### config.mk
export PLATFORM = sky130hd
export DESIGN_NAME = uart_init_seq
export DESIGN_NICKNAME = d
export VERILOG_FILES = /design/src/rtl/uart_init_seq.sv
export SDC_FILE = /design/constraint.sdc
export NUM_CORES = 1
export LEC_CHECK = 0
export BUFFER_PORTS_ARGS = -buffer_cell sky130_fd_sc_hd__buf_4
export CORE_AREA = 8 8 107 109
export DETAILED_ROUTE_END_ITERATION = 12
export DIE_AREA = 0 0 115 117
export GPL_ROUTABILITY_DRIVEN = 0
export PLACE_DENSITY_LB_ADDON = 0.12
export SLEW_MARGIN = 10
export SYNTH_ARGS = -nofsm -noshare
export SYNTH_HDL_FRONTEND = slang
export SYNTH_SLANG_ARGS = --single-unit
### constraint.sdc
create_clock -name PCLK -period 2 [get_ports PCLK]
set_input_delay 0.4 -clock PCLK [delete_from_list [all_inputs] [get_ports PCLK]]
set_output_delay 0.4 -clock PCLK [all_outputs]
set_load 0.01 [all_outputs]
### src/rtl/uart_init_seq.sv
// uart_init_seq: boot-time programmer for a 16550 UART APB slave, then transparent APB gatekeeper.
// Latency: each script write is 2 PCLK cycles plus UART wait states; pass-through adds 0 cycles.
// Backpressure: M_PREADY=0 freezes the script drive; CPU transfers wait (S_PREADY=0) until PASS.
//
// Optional feature macro: UART_INIT_VERIFY_EN adds an LCR readback after the script and the
// sticky InitErr output.
//
// Ports:
//   PCLK, PRESETn              clock, asynchronous active-low reset
//   S_P*                       CPU-side APB completer interface (from the uncore bridge)
//   M_P*                       UART-side APB requester interface (to the UART slave)
//   Reinit                     one-cycle request to rerun the script (honoured only in PASS)
//   InitDone                   high while the CPU owns the UART port
//   InitErr                    sticky LCR readback mismatch (only with UART_INIT_VERIFY_EN)
module uart_init_seq #(
  parameter int          XLEN    = 64,
  parameter logic [15:0] DIVISOR = 16'd1,
  parameter logic [7:0]  LCR_VAL = 8'h03,
  parameter logic [7:0]  FCR_VAL = 8'h07,
  parameter logic [7:0]  IER_VAL = 8'h00
) (
  input  logic                PCLK,
  input  logic                PRESETn,
  input  logic                S_PSEL,
  input  logic                S_PENABLE,
  input  logic                S_PWRITE,
  input  logic [2:0]          S_PADDR,
  input  logic [XLEN-1:0]     S_PWDATA,
  input  logic [XLEN/8-1:0]   S_PSTRB,
  output logic [XLEN-1:0]     S_PRDATA,
  output logic                S_PREADY,
  output logic                M_PSEL,
  output logic                M_PENABLE,
  output logic                M_PWRITE,
  output logic [2:0]          M_PADDR,
  output logic [XLEN-1:0]     M_PWDATA,
  output logic [XLEN/8-1:0]   M_PSTRB,
  input  logic [XLEN-1:0]     M_PRDATA,
  input  logic                M_PREADY,
  input  logic                Reinit,
  output logic                InitDone
`ifdef UART_INIT_VERIFY_EN
  ,
  output logic                InitErr
`endif
);

  localparam int NB = XLEN / 8;
  localparam int LW = $clog2(NB);

  typedef enum logic [2:0] {
    ST_SETUP   = 3'd0,
    ST_ACCESS  = 3'd1,
    ST_VSETUP  = 3'd2,
    ST_VACCESS = 3'd3,
    ST_PASS    = 3'd4
  } state_e;

  state_e      state_q, state_d;
  logic [2:0]  step_q, step_d;
  logic        pend_q, pend_d;

  logic [2:0]    scr_addr;
  logic [7:0]    scr_byte;
  logic [NB-1:0] scr_strb;

`ifdef UART_INIT_VERIFY_EN
  // Byte lane that carries LCR (address 3) on the data bus.
  localparam int LCR_LANE = 3 % NB;
  logic err_q, err_d;
`endif

  // Script table: step -> register address and data byte.
  always_comb begin
    scr_addr = 3'd3;
    scr_byte = 8'h80;
    case (step_q)
      3'd0: begin scr_addr = 3'd3; scr_byte = 8'h80;          end
      3'd1: begin scr_addr = 3'd0; scr_byte = DIVISOR[7:0];   end
      3'd2: begin scr_addr = 3'd1; scr_byte = DIVISOR[15:8];  end
      3'd3: begin scr_addr = 3'd3; scr_byte = LCR_VAL;        end
      3'd4: begin scr_addr = 3'd2; scr_byte = FCR_VAL;        end
      3'd5: begin scr_addr = 3'd1; scr_byte = IER_VAL;        end
      default: begin scr_addr = 3'd3; scr_byte = 8'h80;       end
    endcase
  end

  // Only the byte lane addressed by PADDR is strobed; data is replicated on every lane.
  assign scr_strb = {{(NB-1){1'b0}}, 1'b1} << scr_addr[LW-1:0];

  always_comb begin
    state_d   = state_q;
    step_d    = step_q;
    pend_d    = pend_q;
`ifdef UART_INIT_VERIFY_EN
    err_d     = err_q;
`endif
    M_PSEL    = 1'b0;
    M_PENABLE = 1'b0;
    M_PWRITE  = 1'b0;
    M_PADDR   = 3'd0;
    M_PWDATA  = '0;
    M_PSTRB   = '0;
    S_PRDATA  = '0;
    S_PREADY  = 1'b0;

    case (state_q)
      ST_SETUP: begin
        M_PSEL   = 1'b1;
        M_PWRITE = 1'b1;
        M_PADDR  = scr_addr;
        M_PWDATA = {NB{scr_byte}};
        M_PSTRB  = scr_strb;
        state_d  = ST_ACCESS;
      end

      ST_ACCESS: begin
        M_PSEL    = 1'b1;
        M_PENABLE = 1'b1;
        M_PWRITE  = 1'b1;
        M_PADDR   = scr_addr;
        M_PWDATA  = {NB{scr_byte}};
        M_PSTRB   = scr_strb;
        if (M_PREADY) begin
          if (step_q == 3'd5) begin
            step_d  = 3'd0;
`ifdef UART_INIT_VERIFY_EN
            state_d = ST_VSETUP;
`else
            state_d = ST_PASS;
`endif
          end else begin
            step_d  = step_q + 3'd1;
            state_d = ST_SETUP;
          end
        end
      end

`ifdef UART_INIT_VERIFY_EN
      ST_VSETUP: begin
        M_PSEL  = 1'b1;
        M_PADDR = 3'd3;
        state_d = ST_VACCESS;
      end

      ST_VACCESS: begin
        M_PSEL    = 1'b1;
        M_PENABLE = 1'b1;
        M_PADDR   = 3'd3;
        if (M_PREADY) begin
          // A failed readback is reported but does not block handover to the CPU.
          if (M_PRDATA[8*LCR_LANE +: 8] != LCR_VAL) begin
            err_d = 1'b1;
          end
          state_d = ST_PASS;
        end
      end
`endif

      ST_PASS: begin
        M_PSEL    = S_PSEL;
        M_PENABLE = S_PENABLE;
        M_PWRITE  = S_PWRITE;
        M_PADDR   = S_PADDR;
        M_PWDATA  = S_PWDATA;
        M_PSTRB   = S_PSTRB;
        S_PRDATA  = M_PRDATA;
        S_PREADY  = M_PREADY;
        // A rerun request waits for a cycle with no CPU transfer selected so an
        // in-flight transfer is never cut off.
        if ((Reinit || pend_q) && !S_PSEL) begin
          state_d = ST_SETUP;
          step_d  = 3'd0;
          pend_d  = 1'b0;
        end else if (Reinit) begin
          pend_d  = 1'b1;
        end
      end

      default: begin
        state_d = ST_SETUP;
        step_d  = 3'd0;
        pend_d  = 1'b0;
      end
    endcase
  end

  always_ff @(posedge PCLK or negedge PRESETn) begin
    if (!PRESETn) begin
      state_q <= ST_SETUP;
      step_q  <= 3'd0;
      pend_q  <= 1'b0;
    end else begin
      state_q <= state_d;
      step_q  <= step_d;
      pend_q  <= pend_d;
    end
  end

`ifdef UART_INIT_VERIFY_EN
  always_ff @(posedge PCLK or negedge PRESETn) begin
    if (!PRESETn) begin
      err_q <= 1'b0;
    end else begin
      err_q <= err_d;
    end
  end

  assign InitErr = err_q;
`endif

  assign InitDone = (state_q == ST_PASS);

endmodule
---- Yosys cells after proc, flatten, opt, wreduce, memory -nomap -nowiden ----
Cells that the tools add are included.
W data, S select, Z words.
operators by class
  $add $sub $neg .......................... 1
  muxes and demuxes ....................... 20
  shift operators ......................... 1
  bitwise operators ....................... 2
  reductions and logical operators ........ 9
  equal/unequal tests ..................... 10
operators with widths
  cell                   number
  $pmux W64 S2           1
  $mux W64               1
  $pmux W8 S4            1
  $pmux W3 S3            2
  $pmux W8 S2            1
  $mux W3                5
  $eq A3 B3 Y1 const B   3
  $pmux W1 S2            4
  $shl A1 B3 Y8 const A  1
  $eq A3 B1 Y1 const B   2
  $eq A3 B2 Y1 const B   2
  $pmux W2 S3            1
  $pmux W3 S2            1
  $reduce_and A2 Y1      2
  $reduce_or A2 Y1       2
  $add A3 B1 Y3 const B  1
  $logic_not A3 Y1       1
  $mux W1                3
  $ne A3 B2 Y1 const B   1
  $reduce_and A3 Y1      1
  $ne A2 B1 Y1 const B   1
  $ne A2 B2 Y1 const B   1
  $not A1 Y1             2
  $logic_and A1 B1 Y1    1
  other kinds (2)        2
word-level totals
  bits in registers ....................... 7
  logic and storage cells ................. 46

---- Longest topological paths before layout ----
Gate-level depths: netlist of the first run.
  word-level depth ........................ 5
  gate-level depth with buffers ........... 7
  gate-level depth less buffers ........... 5

---- Least setup slack after synthesis of the first run ----
OpenSTA, ideal clock, no wires.
  path kind ............................... flip-flop to output port
  start point ............................. register state_q[0]
  end point ............................... output port M_PSTRB[2]
  slack ................................... 0.105 ns
  required time ........................... 1.600 ns
  stages on the path, launching flop included .. 8
  buffers on the path ..................... 3
  arrival time ............................ 1.495 ns
  path through ............................ dfrtp_1 -> inv_1 -> ha_1 -> buf_2 -> buf_2 -> buf_2 -> nand2_1 -> a21oi_1
between the ends
  elaborated cells between the ends (all ways) .. 5
  those cells by class .................... eq/ne (2); mux (1); reduce/logical (2)
RTL lines
  what                      line  RTL
  start: declaration        59    state_e state_q, state_d;
  start signal: assignment  194   state_q <= state_d;
  $eq A3 B3 Y1              --
  net InitDone              41    output logic InitDone
  $pmux W8 S2               107   case (state_q)
  end: declaration          37    output logic [XLEN/8-1:0] M_PSTRB,
The timed path passes the listed nets, and every way through them passes these cells.

---- Final worst setup path of the first run ----
  start point ............................. register state_q[0]
  end point ............................... output port M_PADDR[1]
between the ends
  cells in the longest elaborated chain, start to end .. 3
  elaborated cells between the ends (all ways) .. 5
  those cells by class .................... eq/ne (2); mux (1); reduce/logical (2)
ends and longest elaborated chain
  what                                                     line  RTL
  $eq A3 B1 Y1 / $logic_not A3 Y1 (equally long branches)  107
  $reduce_or A2 Y1 (no line)                               --
  $pmux W3 S2 *                                            107
  end: declaration                                         35    output logic [2:0] M_PADDR,
Every way passes the cells marked *; elsewhere a longest branch is shown, timed or not.

==> results.cfg, run 1 <==
[sta]
setup_ws_ps = -54.5
hold_viol_final = 0
tightestPinTransition_ps = 389
clock_skew_ps = 1.55
finalHoldWorstSlack_ps = 474
max_freq_mhz = 487
finalSetupViolations = 18
period_share = 1.03
finalSetupTns_ps = -375
slew_viol_final = 0
period_needed_ps = 2050
relSlewSlack = 0.740
rsz0062_at_grt = yes

[floorplanning]
die_h_um = 117
die_area_um2 = 13500
start_util = 0.166
io_pins = 290
fp.dieW_um = 115
num_rows = 37
coreArea_um2 = 9910

[worst_setup_path]
reg2reg_from = state_q[0]
arrival_ps = 1650
r2r_slack_ps = 90
cp-start-kind = register
worstRegToRegCells = 8
criticalPathCategory = register to primary output
critPathCaptureType = primary output
critPathRequiredTime_ps = 1600
cp_max_fo = 6
reg2reg_to = step_q[0]

[route]
wirelength_um = 14200
first_iter_violations = 113
viasPerCell = 4.29
drc = 0
vias = 3004
firstDrtPassIters = 4
wl_per_cell_um = 20.3
antenna_left = 0

[global_route]
grt_max_degree = 32
grt_pass1_wl_um = 17700
grt_pass1_vias = 2819
grt_overflow = 0
track_usage = 0.173
antenna_found_initial = 0

[synthesis]
yosysWarnings = 0
async_flop_share = 1.00
syn_area_per_cell_um2 = 6.27
synth_top_cell_by_area = and2_1
ys_top_cells_by_area = and2_1 (40%), a21oi_1 (11%), nand2_1 (9.4%)
ys_seq_elements = 6
synth.top_cell.area_share = 0.396
ys_types = 40
synth_edf_count = 0
syn_inst = 262
netlist_area_um2 = 1640
yosysSeqAreaShare = 0.0914
syn_nets = 413
synthFlopType = dfrtp_1

[layout]
area_delta_synth_final_pct = 212
fillCellCount = 967
nNetsFinal = 716
layout-drive-gt1-share = 0.789

[outcome]
status = finished with violations
violations = negative setup slack

[worst_hold_path]
min_path_type = primary input to register
hold-path-endpoint = pend_q
whs_path_depth = 3
min_from = S_PSEL

[clock_network]
insertion_delay_ps = 220
cts_made_buffers = 3
clock-sinks = 6
cts-root-buf = clkbuf_8
path_clk_slew_ps = 40
cts_tree = yes
h-tree-depth = 1
cts_buffer_depth = 2

[placement]
post-place-ws_ps = 23.8
hpwl_um = 11200
place.port_buffers = 289

[power_and_ir_drop]
power_density_nw_per_um2 = 722
irDropWorstVdd_mv = 0.816
total_power_mw = 3.70
p_leak_nw = 2.60

[run]
cap_violations = 0
==> cell families after synthesis <==
family                     synth area share
and+or+nand+nor                       0.564
muxes                                0.0259
DFF                                  0.0914
xor gates and xnor gates            0.00533
AOI/OAI and AO/OA                     0.195
buffers and inverters                0.0800
adders and majority gates            0.0381
==> Yosys cell counts, drive strengths merged, types with 2 or more instances <==
library cell and n:
o211ai 2, buf 10, a21oi 36, mux2i 2
nor3b 2, and2 104, dfrtp 6, clkbuf 14
mux2 2, nand2 42, inv 5, nor2b 4
nand2b 2, ha 5, and3b 2, o21ai 7
o22ai 4
==> metrics by stage <==
step | utilization | std cells | cell area [um2]
2_1_floorplan | - | 262 | 1640
3_3_place_gp | 0.404 | 674 | 4000
3_5_place_dp | 0.404 | 674 | 4000
4_1_cts | 0.424 | 686 | 4200
5_1_grt | 0.518 | 699 | 5130
6_report | 0.518 | 700 | 5130
==> area by class of cell <==
cell class	count	area, um2	share of cell area
sequential	6	153	0.0298
antenna	1	2.50	0.000488
tap	136	170	0.0332
timing repair buffer	322	2950	0.575
multi-input combinational	227	1800	0.350
clock buffer	3	41.3	0.00805
inverter	5	18.8	0.00366
==> how the worst max path moves through the flow <==
stage               startpoint            to  slack (ps)  cells past startpoint
floorplan           state_q[0]    M_PSTRB[2]         100                      7
global placement    state_q[0]  M_PWDATA[15]          60                      6
detailed placement  state_q[0]  M_PWDATA[15]          20                      6
CTS                 state_q[0]  M_PWDATA[32]         -30                      5
global route        state_q[0]  M_PWDATA[39]        -110                      8
finish              state_q[0]    M_PADDR[1]         -50                      6
==> power breakdown <==
part	internal (mW)	switching (mW)
logic	1.73	1.55
clock network	0.129	0.0479
registers	0.176	0.0740
total	2.03	1.67
==> routing by layer <==
layer | part of all wire | GRT usage | vias to the layer above
met5 | 0 | 0 | -
met4 | 0.019 | 0.0385 | 0
li1 | - | - | 1450
met2 | 0.55 | 0.340 | 133
met1 | 0.37 | 0.184 | 1405
met3 | 0.066 | 0.0369 | 16
==> placed cells by master (no fill, tap or decap), types with 4 or more instances in the layout <==
cell type  instances
buf_6             65
o21ai_1            5
buf_4            238
nand2_4            9
and2_1            52
buf_12             5
nand2_1           23
dfrtp_1            4
nand2_2           10
a21oi_2           24
clkbuf_16         10
a21oi_1           11
and2_4            52
==> critical path, cell delays in order, from the launching register on <==
cell and delay, ps:
dfrtp_1 380, inv_2 60, ha_2 200, or2_4 300
o21ai_1 190, a31oi_1 130, buf_4 160
==> timing repair <==
item	4_1_cts	5_1_grt
hold buffers	1	0
setup buffers	7	1
setup endpoints to repair	123	90
gates resized for setup	20	186
hold endpoints to repair	6	0
gates cloned	1	12
pin swaps	10	29
==> state kept, by name, summed over array words and instances, names as in the netlist <==
| signal | count |
|---|---|
| step_q | 3 |
| state_q | 2 |
| pend_q | 1 |
No activity file was read; power rests on OpenSTA's default activity.
==> run 2, diff against run 1 <==
Settings changed: REMOVE_ABC_BUFFERS set to 1.
==> run 2 against run 1 <==
Net effect:
- the run still ends with negative setup slack left
- maximum frequency is 0.91% lower
- hold slack got worse by 13 ps
- combinational power rose by 6.7%
- first-iteration DRC count grew 17%
- clock skew up 3.1 ps
- sequential power shrank 7%
- critical path depth rose by 3
- cell area shrank 1.2%
- wire length fell by 1.2%
- critical path type unchanged
==> results.cfg, run 2 (same netlist as run 1, synthesis figures left out) <==
[outcome]
status = finished with violations
violations = negative setup slack

[layout]
nNetsFinal = 723
final_cell_mix = buf_4 (260), and2_4 (53), buf_6 (53)
largest_register_ffs = 3
final_common_cell = buf_4
top_regs = step_q x3, state_q x2, pend_q x1
final_area_um2 = 5070
n_antenna_cell = 0
utilization = 0.511
layout-drive-gt1-share = 0.789
top_register = step_q
area_delta_synth_final_pct = 208

[floorplanning]
io_pins = 290
die_h_um = 117
coreArea_um2 = 9910
num_rows = 37
start_util = 0.166
die_area_um2 = 13500
fp.dieW_um = 115

[worst_setup_path]
crit_cells = 9
cpMaxStageDelayCell = dfrtp_1
crit_chain = inv_2, buf_6, ha_4, buf_12, buf_4, clkbuf_16, nand2_1, a21oi_2, buf_4
criticalPathCategory = register to primary output
crit_top_cell = buf_4
cp_top_family = buffers and inverters
cp-start-kind = register
critPathCaptureType = primary output
cp_num_buf_inv = 6
worstRegToRegCells = 8
arrival_ps = 1670
cpPeakStageDelay_ps = 390
cp_max_fo = 7
critPathRequiredTime_ps = 1600

[clock_network]
cts-root-buf = clkbuf_8
insertion_delay_ps = 220
clock-sinks = 6
cts_made_buffers = 3
h-tree-depth = 1
path_clk_slew_ps = 40
cts_tree = yes
cts_buffer_depth = 2

[sta]
period_needed_ps = 2070
finalSetupViolations = 68
setup_ws_ps = -73.4
clock_skew_ps = 4.65
period_share = 1.04
finalHoldWorstSlack_ps = 460
rsz0062_at_grt = yes
tightestPinTransition_ps = 404
slew_viol_final = 0
max_freq_mhz = 482
hold_viol_final = 0
relSlewSlack = 0.729

[global_route]
track_usage = 0.178
grt_max_degree = 28
grt_pass1_vias = 2997
grt_overflow = 0
grt_pass1_wl_um = 18400
antenna_found_initial = 1

[route]
wirelength_um = 14100
wl_per_cell_um = 19.9
vias = 2972
first_iter_violations = 132
viasPerCell = 4.21
firstDrtPassIters = 4
antenna_left = 0
drc = 0

[power_and_ir_drop]
share_comb_of_total_power = 0.895
total_power_mw = 3.91
irDropWorstVdd_mv = 0.684
p_sw_frac = 0.448
p_switching_mw = 1.75
power.internal_mw = 2.16
power_density_nw_per_um2 = 772
seqPwrFrac = 0.060
clkPwrFrac = 0.046
p_leak_nw = 2.57

[worst_hold_path]
whs_path_depth = 3
min_path_type = primary input to register

[placement]
placed_area_um2 = 4020
place.port_buffers = 289
hpwl_um = 11100

[run]
cap_violations = 0
run 2: cell types whose count changed in the layout (fill, tap and decap cells not counted), moves of 3 or more:
| cell | delta |
|---|---|
| a21oi_1 | -4 |
| clkbuf_16 | -5 |
| buf_4 | +22 |
| a21oi_2 | +4 |
| nand2_2 | -7 |
| buf_12 | +3 |
| nand2_4 | -4 |
| nand2_1 | +11 |
| buf_6 | -12 |
run 2: tightest hold or removal path, stage by stage:
cell and delay (ps):
buf_4 90, a21oi_1 50, a21oi_1 100
run 2: metrics by stage:
stage          worst slack, ps  setup TNS (ps)  cells
3_5_place_dp              16.6               0    676
2_1_floorplan            -1280         -163480    238
6_report                 -73.4           -1640    706
3_3_place_gp              66.8               0    676
4_1_cts                  -59.7            -710    696
5_1_grt                   -131           -7180    706
run 2: power groups by stage:
stage | registers (mW) | logic, mW | clock network, mW
2_1_floorplan | 0.237 | 1.21 | 0
3_3_place_gp | 0.258 | 2.72 | 0
3_5_place_dp | 0.263 | 2.74 | 0
4_1_cts | 0.242 | 3.20 | 0.189
5_1_grt | 0.247 | 3.73 | 0.194
6_report | 0.233 | 3.50 | 0.179
run 2: final timing paths:
path / startpoint / end / slack (ps)
worst max register to register: state_q[0] / state_q[0] / 120
worst min register to register: pend_q / pend_q / 530
max in group asynchronous: PRESETn / step_q[1] / 1350
min in group asynchronous: PRESETn / pend_q / 520
worst min-delay path: Reinit / pend_q / 460
worst max-delay path: state_q[0] / M_PWDATA[39] / -70
run 2: cell type report:
type | count | area (um2)
clock buffer | 3 | 41.3
fill | 999 | 4840
inverter | 5 | 18.8
multi-input combinational | 227 | 1780
sequential | 6 | 154
tap | 136 | 170
timing repair buffer | 329 | 2900
run 2: routing by layer:
metal	wire length (um)	global-route usage
met5	10	0
met4	98	0.0236
met3	1190	0.0518
met2	7900	0.348
met1	4860	0.188
run 2: what timing repair did:
action,4_1_cts,5_1_grt
endpoints found under the setup margin,64,69
pin swaps,11,11
gates resized for setup,104,86
buffers inserted,12,7
cloned,4,5
hold endpoints to repair,6,0
hold buffers,1,0
==> run 3, diff against run 2 <==
Clock period 2 ns to 2.3 ns, I/O delays scaled along.
==> run 3 against run 2 <==
Net effect:
- the run now ends clean
- sequential power about the same
- clock-buffer cell count unchanged
- wire length down 9.8%
- largest power group unchanged
==> results.cfg, run 3 (same netlist as run 1, synthesis figures left out) <==
[power_and_ir_drop]
p_leak_nw = 2.18
irDropWorstVdd_mv = 0.636
power_density_nw_per_um2 = 671

[worst_setup_path]
cp-start-kind = register
cpPeakStageDelay_ps = 490
critPathCaptureType = primary output
crit_chain = and2_1, ha_1, inv_1, o211ai_2, a21oi_1, buf_4
critPathRequiredTime_ps = 1840
cp_num_buf_inv = 2
arrival_ps = 1760
worstRegToRegCells = 5
crit_cells = 6
criticalPathCategory = register to primary output
cp_max_fo = 11
cpMaxStageDelayCell = dfrtp_1
cp_top_family = flip-flops

[global_route]
track_usage = 0.163
grt_pass1_wl_um = 16700
grt_overflow = 0
grt_max_degree = 59
antenna_found_initial = 2
grt_pass1_vias = 2589

[layout]
final_common_cell = buf_4
final_area_um2 = 4040
n_antenna_cell = 0
utilization = 0.408
top_register = step_q
area_delta_synth_final_pct = 146
final_cell_mix = buf_4 (292), and2_1 (104), nand2_1 (41)
nNetsFinal = 690
largest_register_ffs = 3
layout-drive-gt1-share = 0.585
top_regs = step_q x3, state_q x2, pend_q x1
fillCellCount = 1085
layout.cells.non_filler = 673

[clock_network]
holdBufCountCts = 0
cts_buffer_depth = 2
cts_made_buffers = 3
path_clk_slew_ps = 30
cts-root-buf = clkbuf_8
h-tree-depth = 1
cts_setup_buffers = 0
insertion_delay_ps = 220
cts_tree = yes
clock-sinks = 6

[route]
firstDrtPassIters = 4
antenna_left = 0
wl_per_cell_um = 18.8
viasPerCell = 4.01
wirelength_um = 12700
first_iter_violations = 102
drc = 0
vias = 2701

[sta]
max_freq_mhz = 451
finalSetupViolations = 0
finalSetupTns_ps = 0
hold_viol_final = 0
tightestPinTransition_ps = 397
period_share = 0.964
relSlewSlack = 0.735
clock_skew_ps = 1.90
period_needed_ps = 2220
slew_viol_final = 0
rsz0062_at_grt = no
setup_ws_ps = 82.2

[run]
cap_violations = 0

[floorplanning]
fp.dieW_um = 115
die_h_um = 117
die_area_um2 = 13500
coreArea_um2 = 9910
num_rows = 37
io_pins = 290
start_util = 0.166

[placement]
place.port_buffers = 289
dp.cells = 669
hpwl_um = 11100
post-place-ws_ps = 132
placed_area_um2 = 3940

[outcome]
status = completed

[worst_hold_path]
min_path_type = primary input to asynchronous set/reset pin
## run 3: metrics by stage
step / hold WS, ps / power [mW]
finish: 40.5 / 2.71
detailed placement: 271 / 2.55
global route: 38.0 / 2.94
global placement: 272 / 2.52
floorplan: 164 / 1.26
CTS: 39.9 / 2.73
## run 3: layout make-up
| type | instances | area (um2) | area share |
|---|---|---|---|
| clock buffer | 3 | 41.3 | 0.0102 |
| inverter | 5 | 18.8 | 0.00464 |
| multi-input combinational | 227 | 1400 | 0.347 |
| sequential | 6 | 150 | 0.0371 |
| tap | 136 | 170 | 0.0421 |
| timing repair buffer | 296 | 2260 | 0.559 |
## run 3: worst paths after layout
| check | start | end | slack [ps] |
|---|---|---|---|
| setup / recovery | step_q[0] | M_PWDATA[15] | 80 |
| hold / removal | PRESETn | pend_q | 40 |
| setup reg to reg | state_q[0] | state_q[0] | 570 |
| hold reg to reg | pend_q | pend_q | 530 |
| max in group asynchronous | PRESETn | state_q[2] | 2150 |
| min in group PCLK | Reinit | pend_q | 530 |
## run 3: what timing repair did
| action | in CTS | in global routing |
|---|---|---|
| resized for setup | 3 | 7 |
| gates cloned | 0 | 1 |
| setup endpoints to repair | 21 | 12 |
| pin swaps | 0 | 0 |
## run 3: routing by layer
metal	part of all wire	wire, um	global-route usage
met5	0.0018	23	0
met4	0.0077	98	0.0245
met3	0.094	1190	0.0564
met2	0.55	6940	0.316
met1	0.35	4430	0.167
## run 3: report_power, final
| part | switching [mW] | internal [mW] |
|---|---|---|
| registers | 0.0874 | 0.149 |
| logic | 1.12 | 1.20 |
| clock network | 0.0396 | 0.112 |
| total | 1.25 | 1.46 |
